--- src/rtl/sensor_acq_responder_pkg.sv ---
// Shared definitions for the sensor acquisition responder: sequencer states,
// parameter defaults and the configuration clamping helpers.
package sensor_acq_responder_pkg;

  localparam int MAX_BITS_DEF  = 32;
  localparam int CNV_PULSE_DEF = 4;

  typedef enum logic [2:0] {
    ST_IDLE      = 3'd0,
    ST_CONV      = 3'd1,
    ST_WAIT_BUSY = 3'd2,
    ST_SHIFT     = 3'd3,
    ST_FINISH    = 3'd4
  } acq_state_e;

  // A zero half-period would stall the serial clock, so it runs at one.
  function automatic logic [7:0] clamp_div(input logic [7:0] div);
    logic [7:0] res;
    if (div == 8'd0) res = 8'd1;
    else             res = div;
    return res;
  endfunction

  // Word length is at least one bit and never wider than the data register.
  function automatic logic [5:0] clamp_nbits(input logic [5:0] n, input logic [5:0] max_n);
    logic [5:0] res;
    if (n == 6'd0)      res = 6'd1;
    else if (n > max_n) res = max_n;
    else                res = n;
    return res;
  endfunction

endpackage

--- src/rtl/sensor_acq_responder_if.sv ---
// Bundle of the timing-manager control/status signals and the converter pins.
// master: the side driving control and sensor inputs; slave: the responder.
interface sensor_acq_responder_if
  import sensor_acq_responder_pkg::*;
#(
  parameter int MAX_BITS = MAX_BITS_DEF
) ();

  logic                trigger;
  logic                en;
  logic [7:0]          sclk_div;
  logic [5:0]          nbits;
  logic [15:0]         timeout;
  logic                clear_err;
  logic                sensor_busy;
  logic                sensor_miso;
  logic                sensor_cnv;
  logic                sensor_cs_n;
  logic                sensor_sclk;
  logic                done;
  logic [MAX_BITS-1:0] data;
  logic                data_valid;
  logic                err_timeout;
  logic                err_overrun;

  modport master (
    output trigger, en, sclk_div, nbits, timeout, clear_err, sensor_busy, sensor_miso,
    input  sensor_cnv, sensor_cs_n, sensor_sclk, done, data, data_valid, err_timeout, err_overrun
  );

  modport slave (
    input  trigger, en, sclk_div, nbits, timeout, clear_err, sensor_busy, sensor_miso,
    output sensor_cnv, sensor_cs_n, sensor_sclk, done, data, data_valid, err_timeout, err_overrun
  );

endinterface

--- src/rtl/sensor_spi_shifter.sv ---
// Serial read engine: on start it lowers cs_n, generates nbits sclk pulses
// (idle low, half-period div cycles), samples miso on each rising edge MSB
// first, then returns sclk low, raises cs_n and pulses finish.
module sensor_spi_shifter
  import sensor_acq_responder_pkg::*;
#(
  parameter int MAX_BITS = MAX_BITS_DEF
) (
  input  logic                clk,
  input  logic                rst_n,
  input  logic                start,
  input  logic                abort,
  input  logic [7:0]          div,
  input  logic [5:0]          nbits,
  input  logic                miso,
  output logic                cs_n,
  output logic                sclk,
  output logic                finish,
  output logic [MAX_BITS-1:0] word
);

  logic                active_r;
  logic                cs_n_r;
  logic                sclk_r;
  logic                finish_r;
  logic [MAX_BITS-1:0] word_r;
  logic [7:0]          div_cnt_r;
  logic [5:0]          edge_cnt_r;
  logic                half_done_s;

  assign half_done_s = (div_cnt_r == (div - 8'd1));

  // Half-period timing, sclk toggling, bit capture and end-of-word detection
  always_ff @(posedge clk or negedge rst_n) begin
    if (!rst_n) begin
      active_r   <= 1'b0;
      cs_n_r     <= 1'b1;
      sclk_r     <= 1'b0;
      finish_r   <= 1'b0;
      word_r     <= '0;
      div_cnt_r  <= 8'd0;
      edge_cnt_r <= 6'd0;
    end else if (abort) begin
      active_r   <= 1'b0;
      cs_n_r     <= 1'b1;
      sclk_r     <= 1'b0;
      finish_r   <= 1'b0;
      div_cnt_r  <= 8'd0;
      edge_cnt_r <= 6'd0;
    end else if (start) begin
      active_r   <= 1'b1;
      cs_n_r     <= 1'b0;
      sclk_r     <= 1'b0;
      finish_r   <= 1'b0;
      word_r     <= '0;
      div_cnt_r  <= 8'd0;
      edge_cnt_r <= 6'd0;
    end else if (active_r) begin
      finish_r <= 1'b0;
      if (half_done_s) begin
        div_cnt_r <= 8'd0;
        if (!sclk_r) begin
          sclk_r     <= 1'b1;
          word_r     <= {word_r[MAX_BITS-2:0], miso};
          edge_cnt_r <= edge_cnt_r + 6'd1;
        end else begin
          sclk_r <= 1'b0;
          // The falling edge after the last sampled bit closes the frame.
          if (edge_cnt_r == nbits) begin
            active_r <= 1'b0;
            cs_n_r   <= 1'b1;
            finish_r <= 1'b1;
          end else begin
            active_r <= 1'b1;
          end
        end
      end else begin
        div_cnt_r <= div_cnt_r + 8'd1;
      end
    end else begin
      finish_r <= 1'b0;
    end
  end

  assign cs_n   = cs_n_r;
  assign sclk   = sclk_r;
  assign finish = finish_r;
  assign word   = word_r;

endmodule

--- src/rtl/sensor_acq_responder.sv ---
// Sensor acquisition responder: on an enabled trigger it pulses cnv, waits
// for the converter to drop busy (optionally bounded), reads the serial word
// through sensor_spi_shifter and publishes it with a one-cycle data_valid.
module sensor_acq_responder
  import sensor_acq_responder_pkg::*;
#(
  parameter int MAX_BITS  = MAX_BITS_DEF,
  parameter int CNV_PULSE = CNV_PULSE_DEF
) (
  input logic                   clk,
  input logic                   rst_n,
  sensor_acq_responder_if.slave bus
);

  localparam int               CNV_W    = (CNV_PULSE > 1) ? $clog2(CNV_PULSE) : 1;
  localparam logic [CNV_W-1:0] CNV_LAST = CNV_W'(CNV_PULSE - 1);
  localparam logic [5:0]       MAX_NB   = 6'(MAX_BITS);

  acq_state_e          state_r;
  logic                cnv_r;
  logic                done_r;
  logic [MAX_BITS-1:0] data_r;
  logic                data_valid_r;
  logic                err_timeout_r;
  logic                err_overrun_r;
  logic [CNV_W-1:0]    cnv_cnt_r;
  logic [15:0]         wait_cnt_r;
  logic [7:0]          div_r;
  logic [5:0]          nbits_r;
  logic [15:0]         tmo_r;

  logic                abort_s;
  logic                start_s;
  logic                overrun_ev_s;
  logic                timeout_ev_s;
  logic                sh_cs_n_s;
  logic                sh_sclk_s;
  logic                sh_finish_s;
  logic [MAX_BITS-1:0] sh_word_s;

  assign abort_s      = (state_r != ST_IDLE) && !bus.en;
  assign start_s      = (state_r == ST_WAIT_BUSY) && bus.en && !bus.sensor_busy;
  assign overrun_ev_s = bus.trigger && (state_r != ST_IDLE);
  // Fires on the cycle the wait counter would reach the limit, so the flag
  // shows exactly timeout cycles after WAIT_BUSY entry.
  assign timeout_ev_s = (state_r == ST_WAIT_BUSY) && bus.en && bus.sensor_busy &&
                        (tmo_r != 16'd0) && (wait_cnt_r == (tmo_r - 16'd1));

  sensor_spi_shifter #(
    .MAX_BITS (MAX_BITS)
  ) u_shifter (
    .clk    (clk),
    .rst_n  (rst_n),
    .start  (start_s),
    .abort  (abort_s),
    .div    (div_r),
    .nbits  (nbits_r),
    .miso   (bus.sensor_miso),
    .cs_n   (sh_cs_n_s),
    .sclk   (sh_sclk_s),
    .finish (sh_finish_s),
    .word   (sh_word_s)
  );

  // Acquisition sequencer: phase control, cnv pulse, busy wait and word hand-off
  always_ff @(posedge clk or negedge rst_n) begin
    if (!rst_n) begin
      state_r      <= ST_IDLE;
      cnv_r        <= 1'b0;
      done_r       <= 1'b1;
      data_r       <= '0;
      data_valid_r <= 1'b0;
      cnv_cnt_r    <= '0;
      wait_cnt_r   <= 16'd0;
      div_r        <= 8'd1;
      nbits_r      <= 6'd1;
      tmo_r        <= 16'd0;
    end else begin
      data_valid_r <= 1'b0;
      if (abort_s) begin
        state_r    <= ST_IDLE;
        cnv_r      <= 1'b0;
        done_r     <= 1'b1;
        cnv_cnt_r  <= '0;
        wait_cnt_r <= 16'd0;
      end else begin
        case (state_r)
          ST_IDLE: begin
            if (bus.trigger && bus.en) begin
              state_r   <= ST_CONV;
              cnv_r     <= 1'b1;
              done_r    <= 1'b0;
              cnv_cnt_r <= '0;
              div_r     <= clamp_div(bus.sclk_div);
              nbits_r   <= clamp_nbits(bus.nbits, MAX_NB);
              tmo_r     <= bus.timeout;
            end else begin
              done_r <= 1'b1;
            end
          end
          ST_CONV: begin
            if (cnv_cnt_r == CNV_LAST) begin
              state_r    <= ST_WAIT_BUSY;
              cnv_r      <= 1'b0;
              cnv_cnt_r  <= '0;
              wait_cnt_r <= 16'd0;
            end else begin
              cnv_cnt_r <= cnv_cnt_r + CNV_W'(1);
            end
          end
          ST_WAIT_BUSY: begin
            if (!bus.sensor_busy) begin
              state_r    <= ST_SHIFT;
              wait_cnt_r <= 16'd0;
            end else if (timeout_ev_s) begin
              state_r    <= ST_IDLE;
              done_r     <= 1'b1;
              wait_cnt_r <= 16'd0;
            end else begin
              wait_cnt_r <= wait_cnt_r + 16'd1;
            end
          end
          ST_SHIFT: begin
            if (sh_finish_s) begin
              state_r      <= ST_FINISH;
              data_r       <= sh_word_s;
              data_valid_r <= 1'b1;
              done_r       <= 1'b1;
            end else begin
              state_r <= ST_SHIFT;
            end
          end
          ST_FINISH: begin
            state_r <= ST_IDLE;
          end
          default: begin
            state_r <= ST_IDLE;
            cnv_r   <= 1'b0;
            done_r  <= 1'b1;
          end
        endcase
      end
    end
  end

  // Sticky error flags; a new event outranks clear_err in the same cycle
  always_ff @(posedge clk or negedge rst_n) begin
    if (!rst_n) begin
      err_timeout_r <= 1'b0;
      err_overrun_r <= 1'b0;
    end else begin
      err_timeout_r <= timeout_ev_s | (err_timeout_r & ~bus.clear_err);
      err_overrun_r <= overrun_ev_s | (err_overrun_r & ~bus.clear_err);
    end
  end

  assign bus.sensor_cnv  = cnv_r;
  assign bus.sensor_cs_n = sh_cs_n_s;
  assign bus.sensor_sclk = sh_sclk_s;
  assign bus.done        = done_r;
  assign bus.data        = data_r;
  assign bus.data_valid  = data_valid_r;
  assign bus.err_timeout = err_timeout_r;
  assign bus.err_overrun = err_overrun_r;

endmodule

--- src/flat_wrapper.sv ---
// flat-port wrapper written by rule: the top's interface ports become plain ports
module sensor_acq_responder_flat import sensor_acq_responder_pkg::*;
#(
  parameter int MAX_BITS  = MAX_BITS_DEF,
  parameter int CNV_PULSE = CNV_PULSE_DEF
)
  (clk, rst_n, bus_trigger, bus_en, bus_sclk_div, bus_nbits, bus_timeout, bus_clear_err, bus_sensor_busy, bus_sensor_miso, bus_sensor_cnv, bus_sensor_cs_n, bus_sensor_sclk, bus_done, bus_data, bus_data_valid, bus_err_timeout, bus_err_overrun);
  sensor_acq_responder_if #(.MAX_BITS(MAX_BITS)) bus_i ();
  input logic clk;
  input logic rst_n;
  input wire logic [$bits(bus_i.trigger)-1:0] bus_trigger;
  input wire logic [$bits(bus_i.en)-1:0] bus_en;
  input wire logic [$bits(bus_i.sclk_div)-1:0] bus_sclk_div;
  input wire logic [$bits(bus_i.nbits)-1:0] bus_nbits;
  input wire logic [$bits(bus_i.timeout)-1:0] bus_timeout;
  input wire logic [$bits(bus_i.clear_err)-1:0] bus_clear_err;
  input wire logic [$bits(bus_i.sensor_busy)-1:0] bus_sensor_busy;
  input wire logic [$bits(bus_i.sensor_miso)-1:0] bus_sensor_miso;
  output wire logic [$bits(bus_i.sensor_cnv)-1:0] bus_sensor_cnv;
  output wire logic [$bits(bus_i.sensor_cs_n)-1:0] bus_sensor_cs_n;
  output wire logic [$bits(bus_i.sensor_sclk)-1:0] bus_sensor_sclk;
  output wire logic [$bits(bus_i.done)-1:0] bus_done;
  output wire logic [$bits(bus_i.data)-1:0] bus_data;
  output wire logic [$bits(bus_i.data_valid)-1:0] bus_data_valid;
  output wire logic [$bits(bus_i.err_timeout)-1:0] bus_err_timeout;
  output wire logic [$bits(bus_i.err_overrun)-1:0] bus_err_overrun;
  assign bus_i.trigger = bus_trigger;
  assign bus_i.en = bus_en;
  assign bus_i.sclk_div = bus_sclk_div;
  assign bus_i.nbits = bus_nbits;
  assign bus_i.timeout = bus_timeout;
  assign bus_i.clear_err = bus_clear_err;
  assign bus_i.sensor_busy = bus_sensor_busy;
  assign bus_i.sensor_miso = bus_sensor_miso;
  assign bus_sensor_cnv = bus_i.sensor_cnv;
  assign bus_sensor_cs_n = bus_i.sensor_cs_n;
  assign bus_sensor_sclk = bus_i.sensor_sclk;
  assign bus_done = bus_i.done;
  assign bus_data = bus_i.data;
  assign bus_data_valid = bus_i.data_valid;
  assign bus_err_timeout = bus_i.err_timeout;
  assign bus_err_overrun = bus_i.err_overrun;
  sensor_acq_responder #(.MAX_BITS(MAX_BITS), .CNV_PULSE(CNV_PULSE)) u_core (.clk(clk), .rst_n(rst_n), .bus(bus_i));
endmodule
--- config.mk ---
export PLATFORM = sky130hd
export DESIGN_NAME = sensor_acq_responder_flat
export DESIGN_NICKNAME = d
export VERILOG_FILES = /design/src/rtl/sensor_acq_responder_pkg.sv /design/src/rtl/sensor_acq_responder_if.sv /design/src/rtl/sensor_spi_shifter.sv /design/src/rtl/sensor_acq_responder.sv /design/src/flat_wrapper.sv
export SDC_FILE = /design/constraint.sdc
export NUM_CORES = 1
export LEC_CHECK = 0
export BUFFER_PORTS_ARGS = -buffer_cell sky130_fd_sc_hd__buf_2
export CAP_MARGIN = 0
export CORE_AREA = 2 2 156 158
export CTS_CLUSTER_DIAMETER = 80
export DETAILED_ROUTE_END_ITERATION = 8
export DIE_AREA = 0 0 158 160
export PLACE_DENSITY = 0.5
export SLEW_MARGIN = 10
export SYNTH_ARGS = -nofsm -noshare
export SYNTH_HDL_FRONTEND = slang
export SYNTH_SLANG_ARGS = --single-unit
--- constraint.sdc ---
create_clock -name clk -period 3.9 [get_ports clk]
set_clock_uncertainty 0.05 [all_clocks]
set_input_delay 0.195 -clock clk [delete_from_list [all_inputs] [get_ports clk]]
set_output_delay 0.195 -clock clk [all_outputs]
set_load 0.05 [all_outputs]
==> metrics.cfg, run 1 <==
[yosys]
synthTopCellsByArea = dfrtp_1 48%, mux2_2 9.2%, mux2i_1 5.2%, nor2_1 4.0%, xnor2_1 2.9%
yosysTopAreaCell = dfrtp_1
synthesis.nets = 702
synth_seq_area_share_pct = 49.43
ys_warn_count = 0
synth_flop_cell = dfrtp_1
yosysUniqueCellTypes = 69
synth_top_cell_area_share_pct = 47.93
synthArstFlopShare_pct = 100.0
avgSynthCellArea_um2 = 10.63
yosys_register_bits = 138
syn_area_um2 = 6997
netlist_instances = 658
synth_edf_count = 0

[clocking]
clk_pin_slew_ns = 0.06
cts_setup_buffers = 0
tritoncts = built
clockBufferDepth = 2
worstSkewPairLatency_ns = 0.42
cts_made_buffers = 17
clockRootBuffer = clkbuf_16
cts_sinks = 138
htree_levels = 4

[grt]
grt-ovfl-total = 0
grt_max_degree = 96
track_usage_pct = 14.04
grt_pass1_wl_mm = 28.01
grt_pass1_vias = 5277
antenna_found_initial = 0

[pwr]
power.density_nw_per_um2 = 573.3
p_leak_uw = 0.003876
ir_drop_uv = 248.9

[die]
io_pins = 76
core_area_um2 = 23820
start_util_pct = 29.37
die_h_um = 160
core.rowCount = 57
die_x_um = 158
die_area_um2 = 25280

[finish]
drive_gt1_share_pct = 25.45
n_fill_cell = 2422
final_nets = 809
n_antenna_cell = 0
finish.utilization_pct = 36.54
syn2layout_area_growth_pct = 24.41

[sta]
fmax_ghz = 0.2824
grt_setup_unrepaired = false
hold_violations = 0
max_slew_margin_pct = 32.92
setup_viol = 0
setup_tns_ns = 0
min_period_over_period_pct = 90.79
fin_crit_ns = 3.541
finalMaxSlewViolations = 0
worstMarginPinSlew_ns = 1.004

[drt]
met3RoutedLength_um = 668
drt_iter0_drc = 337
wirelength_mm = 16.85
drt-met1-wl_mm = 8.131
ant_nets = 0
drc = 0
wl_per_cell_um = 15.29
firstDrtPassIters = 4
vias_per_cell = 4.852
num_vias = 5347
met2WireLength_mm = 7.900
topRoutingLayerUsed = met4

[run_status]
outcome = completed

[placement]
gp_routability_congestion = 0.7893
io_buffers = 75
dpl.hpwl_mm = 11.20

[setup_path]
crit_type = flop to flop
startpoint_type = flop
required_ns = 4.12
cp_max_fo = 11
cp-end-kind = flop
cp.arrival_ns = 3.77

[min_path]
hold_path.class = primary input to flop

[run]
max_cap_viol_count = 0

-- power by group --
group	internal, uW	total [uW]	switching (uW)
Combinational	602	1340	735
Clock	968	1680	707
Sequential	1660	1980	315
-- worst max-delay path, cell delays in order, from the launching register on --
cell and delay [ns]:
dfrtp_1 0.43, inv_1 0.10, ha_1 0.20, or3b_1 0.53, and2_2 0.27, or3_1 0.35, a221oi_1 0.57, nand3_2 0.29
o21ai_2 0.44, o311ai_0 0.17
-- area by class of cell --
cell class	count	area (um^2)	share of cell area (%)
clock buffers	17	425.4	4.887
inverters	14	52.55	0.6037
flip-flops and latches	138	3458	39.73
multi-input cells	474	3369	38.71
repair buffers	120	812.0	9.329
clock inverters	15	181.4	2.084
well taps	324	405.4	4.657
-- synthesized netlist by cell type (4+ instances only) --
master and n:
a21oi_1 11, a221oi_1 5, a31oi_1 6, and3_1 5
clkbuf_1 26, dfrtp_1 134, dfstp_2 4, ha_1 7
inv_1 14, mux2_2 57, mux2i_1 36, nand2_1 41
nand2b_1 10, nand3_1 23, nand3b_1 5, nand4_1 7
nor2_1 75, nor3_1 17, nor4_1 15, o211ai_1 7
o21ai_0 24, o31ai_1 7, o41ai_1 4, or3_1 11
or4_1 5, xnor2_1 23, xor2_1 17
-- kinds of logic (layout without fill, tap and decap cells) --
| family | Yosys count | count (layout) | share of synthesized area [%] |
|---|---|---|---|
| AND/OR/NAND/NOR | 236 | 236 | 16.99 |
| XOR/XNOR | 41 | 41 | 5.347 |
| adder cells (fa/ha/maj) | 7 | 7 | 1.252 |
| flip-flops | 138 | 138 | 49.43 |
| AO/OA/AOI/OAI | 97 | 97 | 9.907 |
| buffers and inverters | 46 | 166 | 2.754 |
| multiplexers | 93 | 93 | 14.32 |
-- through the flow --
stage,total power [uW],instance area [um^2],std cells,hold slack [ns],setup WS (ns)
after floorplan,2928,6997,658,-0.1506,0.5713
after global placement,3309,7777,1038,0.3183,0.4538
after detailed placement,3311,7777,1038,0.3123,0.3814
after CTS,5058,8705,1102,0.004770,0.3667
after global routing,5315,8705,1102,0.007139,0.04630
final,4991,8705,1102,0.01289,0.3592
-- per-layer routing --
| metal | track usage, % | up-vias |
|---|---|---|
| li1 | - | 2603 |
| met1 | 19.22 | 2631 |
| met2 | 22.21 | 103 |
| met3 | 3.175 | 10 |
| met4 | 4.095 | 0 |
| met5 | 0 | - |
-- flip-flops by register name, summed over array words and instances, names as in the netlist, 2 cells and up --
register,flops
u_core.wait_cnt_r,16
u_core.cnv_cnt_r,2
u_core.bus.data,32
u_core.div_r,8
u_core.state_r,3
u_core.u_shifter.word,32
u_core.tmo_r,16
u_core.u_shifter.edge_cnt_r,6
u_core.u_shifter.div_cnt_r,8
u_core.nbits_r,6
-- timing repair --
item	4_1_cts	5_1_grt
hold endpoints to repair	122	0
resized for setup	0	0
hold buffers	32	0
-- path summary, 6_finish.rpt --
check / slack (ns) / cells past startpoint / end / startpoint
setup / recovery: 0.36 / 9 / u_core.wait_cnt_r[2] / u_core.tmo_r[0]
hold / removal: 0.01 / 3 / u_core.nbits_r[1] / bus_nbits[1]
setup reg to reg: 0.36 / 9 / u_core.wait_cnt_r[2] / u_core.tmo_r[0]
hold reg to reg: 0.45 / 1 / u_core.cnv_cnt_r[0] / u_core.cnv_cnt_r[0]
max in group asynchronous: 2.46 / 3 / u_core.u_shifter.cs_n / rst_n
min in group asynchronous: 0.39 / 2 / u_core.bus.data[9] / rst_n
-- cells in the final DEF, fill, tap and decap left out, types with 6 or more instances in the layout --
cell,count
nand2b_1,10
inv_1,14
mux2i_1,36
or3_1,11
nor3_1,17
o31ai_1,7
nand4_1,7
buf_2,74
o211ai_1,7
nand2_1,41
a31oi_1,6
nand3_1,22
a21oi_1,11
buf_4,12
nor2_1,73
dlygate4sd3_1,32
mux2_2,57
dfrtp_1,134
xor2_1,17
xnor2_1,23
clkbuf_16,17
o21ai_0,24
nor4_1,15
ha_1,7
Power figures use the tool's default switching activity.
==> run 2, diff against run 1 <==
ABC_AREA = 1   (was default)
CORE_AREA = 2 2 153 170   (was 2 2 156 158)
DIE_AREA = 0 0 155 172   (was 0 0 158 160)
==> run 2 against run 1 <==
Hold slack better by 0.0027 ns. Fmax is 31% higher. Via count is 17% higher. Setup slack better by 0.83 ns. Clock power is 8% lower. Flip-flop and latch count stayed put. Wire length is 10% higher. Core utilization is 0.80 points lower. Critical path type unchanged.
==> metrics.cfg, run 2 <==
[finish]
finish.utilization_pct = 35.74
final_nets = 1128
drive_gt1_share_pct = 14.68
design_area_um2 = 8921
mostFrequentLayoutCells = 334 x nand2_1, 144 x inv_1, 134 x dfrtp_1, 74 x buf_2, 64 x nor2_1
final_common_cell = nand2_1
n_antenna_cell = 0
syn2layout_area_growth_pct = 20.18

[grt]
grt_pass1_vias = 6349
grtUsageMet1_pct = 19.21
antenna_found_initial = 0
grt_pass1_wl_mm = 31.48
track_usage_pct = 14.83
gr-usage-met3_pct = 2.932
grt_use_met2_pct = 25.60
grt-ovfl-total = 0
grt-busiest-layer = met2
grt_max_degree = 90

[pwr]
p_leak_uw = 0.005124
p_int_uw = 3399
power.switching_uw = 2403
total_power_uw = 5803
power_frac_comb_pct = 36.0
power.density_nw_per_um2 = 650.4
pwr-share-seq_pct = 37.3
p_sw_share_pct = 41.42
ir_drop_uv = 279.5
p_clk_share_pct = 26.7

[sta]
finalMaxSlewViolations = 0
whs_ns = 0.01556
setup_tns_ns = 0
fin_crit_ns = 2.713
fmax_ghz = 0.3687
setup_viol = 0
grt_setup_unrepaired = false
max_slew_margin_pct = 43.63
worstMarginPinSlew_ns = 0.8456
hold_violations = 0
min_period_over_period_pct = 69.55

[die]
die_area_um2 = 26660
core.rowCount = 61
core_area_um2 = 24960
start_util_pct = 29.74
die_h_um = 172
io_pins = 76
die_x_um = 155

[yosys]
yosys_register_bits = 138
synthTopCellsByArea = dfrtp_1 45%, nand2_1 17%, inv_1 7.3%, xor2_1 3.3%, nor2_1 3.2%
synthesis.nets = 1023
netlist_instances = 979
yosysUniqueCellTypes = 40
synth_flop_cell = dfrtp_1
synth_top_cell_area_share_pct = 45.17
yosysTopAreaCell = dfrtp_1
synth_seq_area_share_pct = 46.59
netlist_top_cells_count = 334 x nand2_1, 144 x inv_1, 134 x dfrtp_1
synth.most_common_cell = nand2_1
ys_warn_count = 0
avgSynthCellArea_um2 = 7.583
syn_area_um2 = 7423
synthArstFlopShare_pct = 100.0
synth_edf_count = 0

[run_status]
outcome = completed

[setup_path]
slowest_delay_ns = 0.53
startpoint_type = flop
cp.arrival_ns = 2.97
crit_chain = inv_1 -> ha_1 -> xor2_1 -> nand2_1 -> nor2_1 -> nand3_1 -> nor2_1 -> and2_4 -> nand3_4 -> o21ai_1 -> inv_1
crit_type = flop to flop
required_ns = 4.16
cp-end-kind = flop
crit_slowest_cell = dfstp_2
cp_max_fo = 64

[drt]
wirelength_mm = 18.60
wl_per_cell_um = 13.17
firstDrtPassIters = 4
drt_iter0_drc = 401
vias_per_cell = 4.433
num_vias = 6260
drc = 0
ant_nets = 0

[placement]
gp_routability_congestion = 0.8477
place_area_um2 = 8077
io_buffers = 75
dpl.hpwl_mm = 12.99

[clocking]
worstSkewPairLatency_ns = 0.42
clockRootBuffer = clkbuf_16
cts_sinks = 138
post_cts_resized = 0
clk_pin_slew_ns = 0.06
cts_made_buffers = 17
htree_levels = 4
clockBufferDepth = 2
tritoncts = built

[min_path]
hold_path.class = primary input to flop

[run]
max_cap_viol_count = 0

[run 2: changes by cell type after synthesis, moves of 11 or more]
cell      previous run  this run
nand2_1             41       334
inv_1               14       144
mux2_2              57         0
mux2i_1             36         0
o21ai_1              2        37
nand3_1             23        44
o21ai_0             24        41
clkbuf_1            26        10
xnor2_1             23        10
nand2_2              0        11
nor2_1              75        64
nor4_1              15         4
or3_1               11         0
xor2_1              17        28
[run 2: power by group through the flow]
stage               Clock, uW  Combinational, uW  Sequential, uW
floorplan                   0               1590            2170
global placement            0               2060            2190
detailed placement          0               2090            2170
CTS                      1600               2120            2160
global route             1670               2430            2230
finish                   1550               2090            2160
[run 2: cell type report]
cell class | instances | area, um^2
Clock buffer | 18 | 429.2
Clock inverter | 14 | 125.1
Fill cell | 2659 | 16040
Inverter | 146 | 548.0
Multi-Input combinational cell | 669 | 3234
Sequential cell | 138 | 3458
Tap cell | 315 | 394.1
Timing Repair Buffer | 112 | 732.0
[run 2: critical path: cells and delay by family (launching register included)]
kind	cells	cell delay [ns]
xor gates and xnor gates	1	0.15
DFF	1	0.53
AOI/OAI and AO/OA	1	0.34
adders and majority gates	1	0.31
buffers and inverters	2	0.14
and+or+nand+nor	6	1.07
[run 2: cells by family (layout without fill, tap and decap cells)]
kind of cell / Yosys count / after routing / synth area share [%]
simple gates: 512 / 512 / 29.68
fa+ha+maj: 7 / 7 / 1.180
compound gates: 112 / 112 / 8.225
buf+inv: 172 / 290 / 9.843
xor+xnor: 38 / 38 / 4.483
flops: 138 / 138 / 46.59
[run 2: worst paths after layout]
| path | from | end | slack [ns] | cells after the start |
|---|---|---|---|---|
| setup / recovery | u_core.div_r[0] | u_core.u_shifter.word[14] | 1.19 | 11 |
| hold / removal | bus_nbits[1] | u_core.nbits_r[1] | 0.02 | 3 |
| setup reg to reg | u_core.div_r[0] | u_core.u_shifter.word[14] | 1.19 | 11 |
| hold reg to reg | u_core.bus.data[18] | u_core.bus.data[18] | 0.43 | 2 |
| max in group asynchronous | rst_n | u_core.nbits_r[2] | 2.50 | 3 |
| min in group asynchronous | rst_n | u_core.div_r[1] | 0.38 | 2 |
[run 2: repair_timing]
item / CTS / global route
hold buffers: 28 / 1
setup buffers: 0 / 0
hold endpoints to repair: 110 / 1
[run 2: per-layer routing]
layer	routed length (um)	vias to the layer above	share of wire, %
met5	0	-	0
met4	119	0	0.64
met3	639	11	3.4
met2	8865	103	48
met1	8979	2894	48
li1	-	3252	-
[run 2: metrics by stage]
stage	instances	worst slack [ns]
finish	1412	1.187
global placement	1351	1.260
detailed placement	1351	1.174
global route	1412	0.7936
floorplan	979	1.784
CTS	1411	1.172
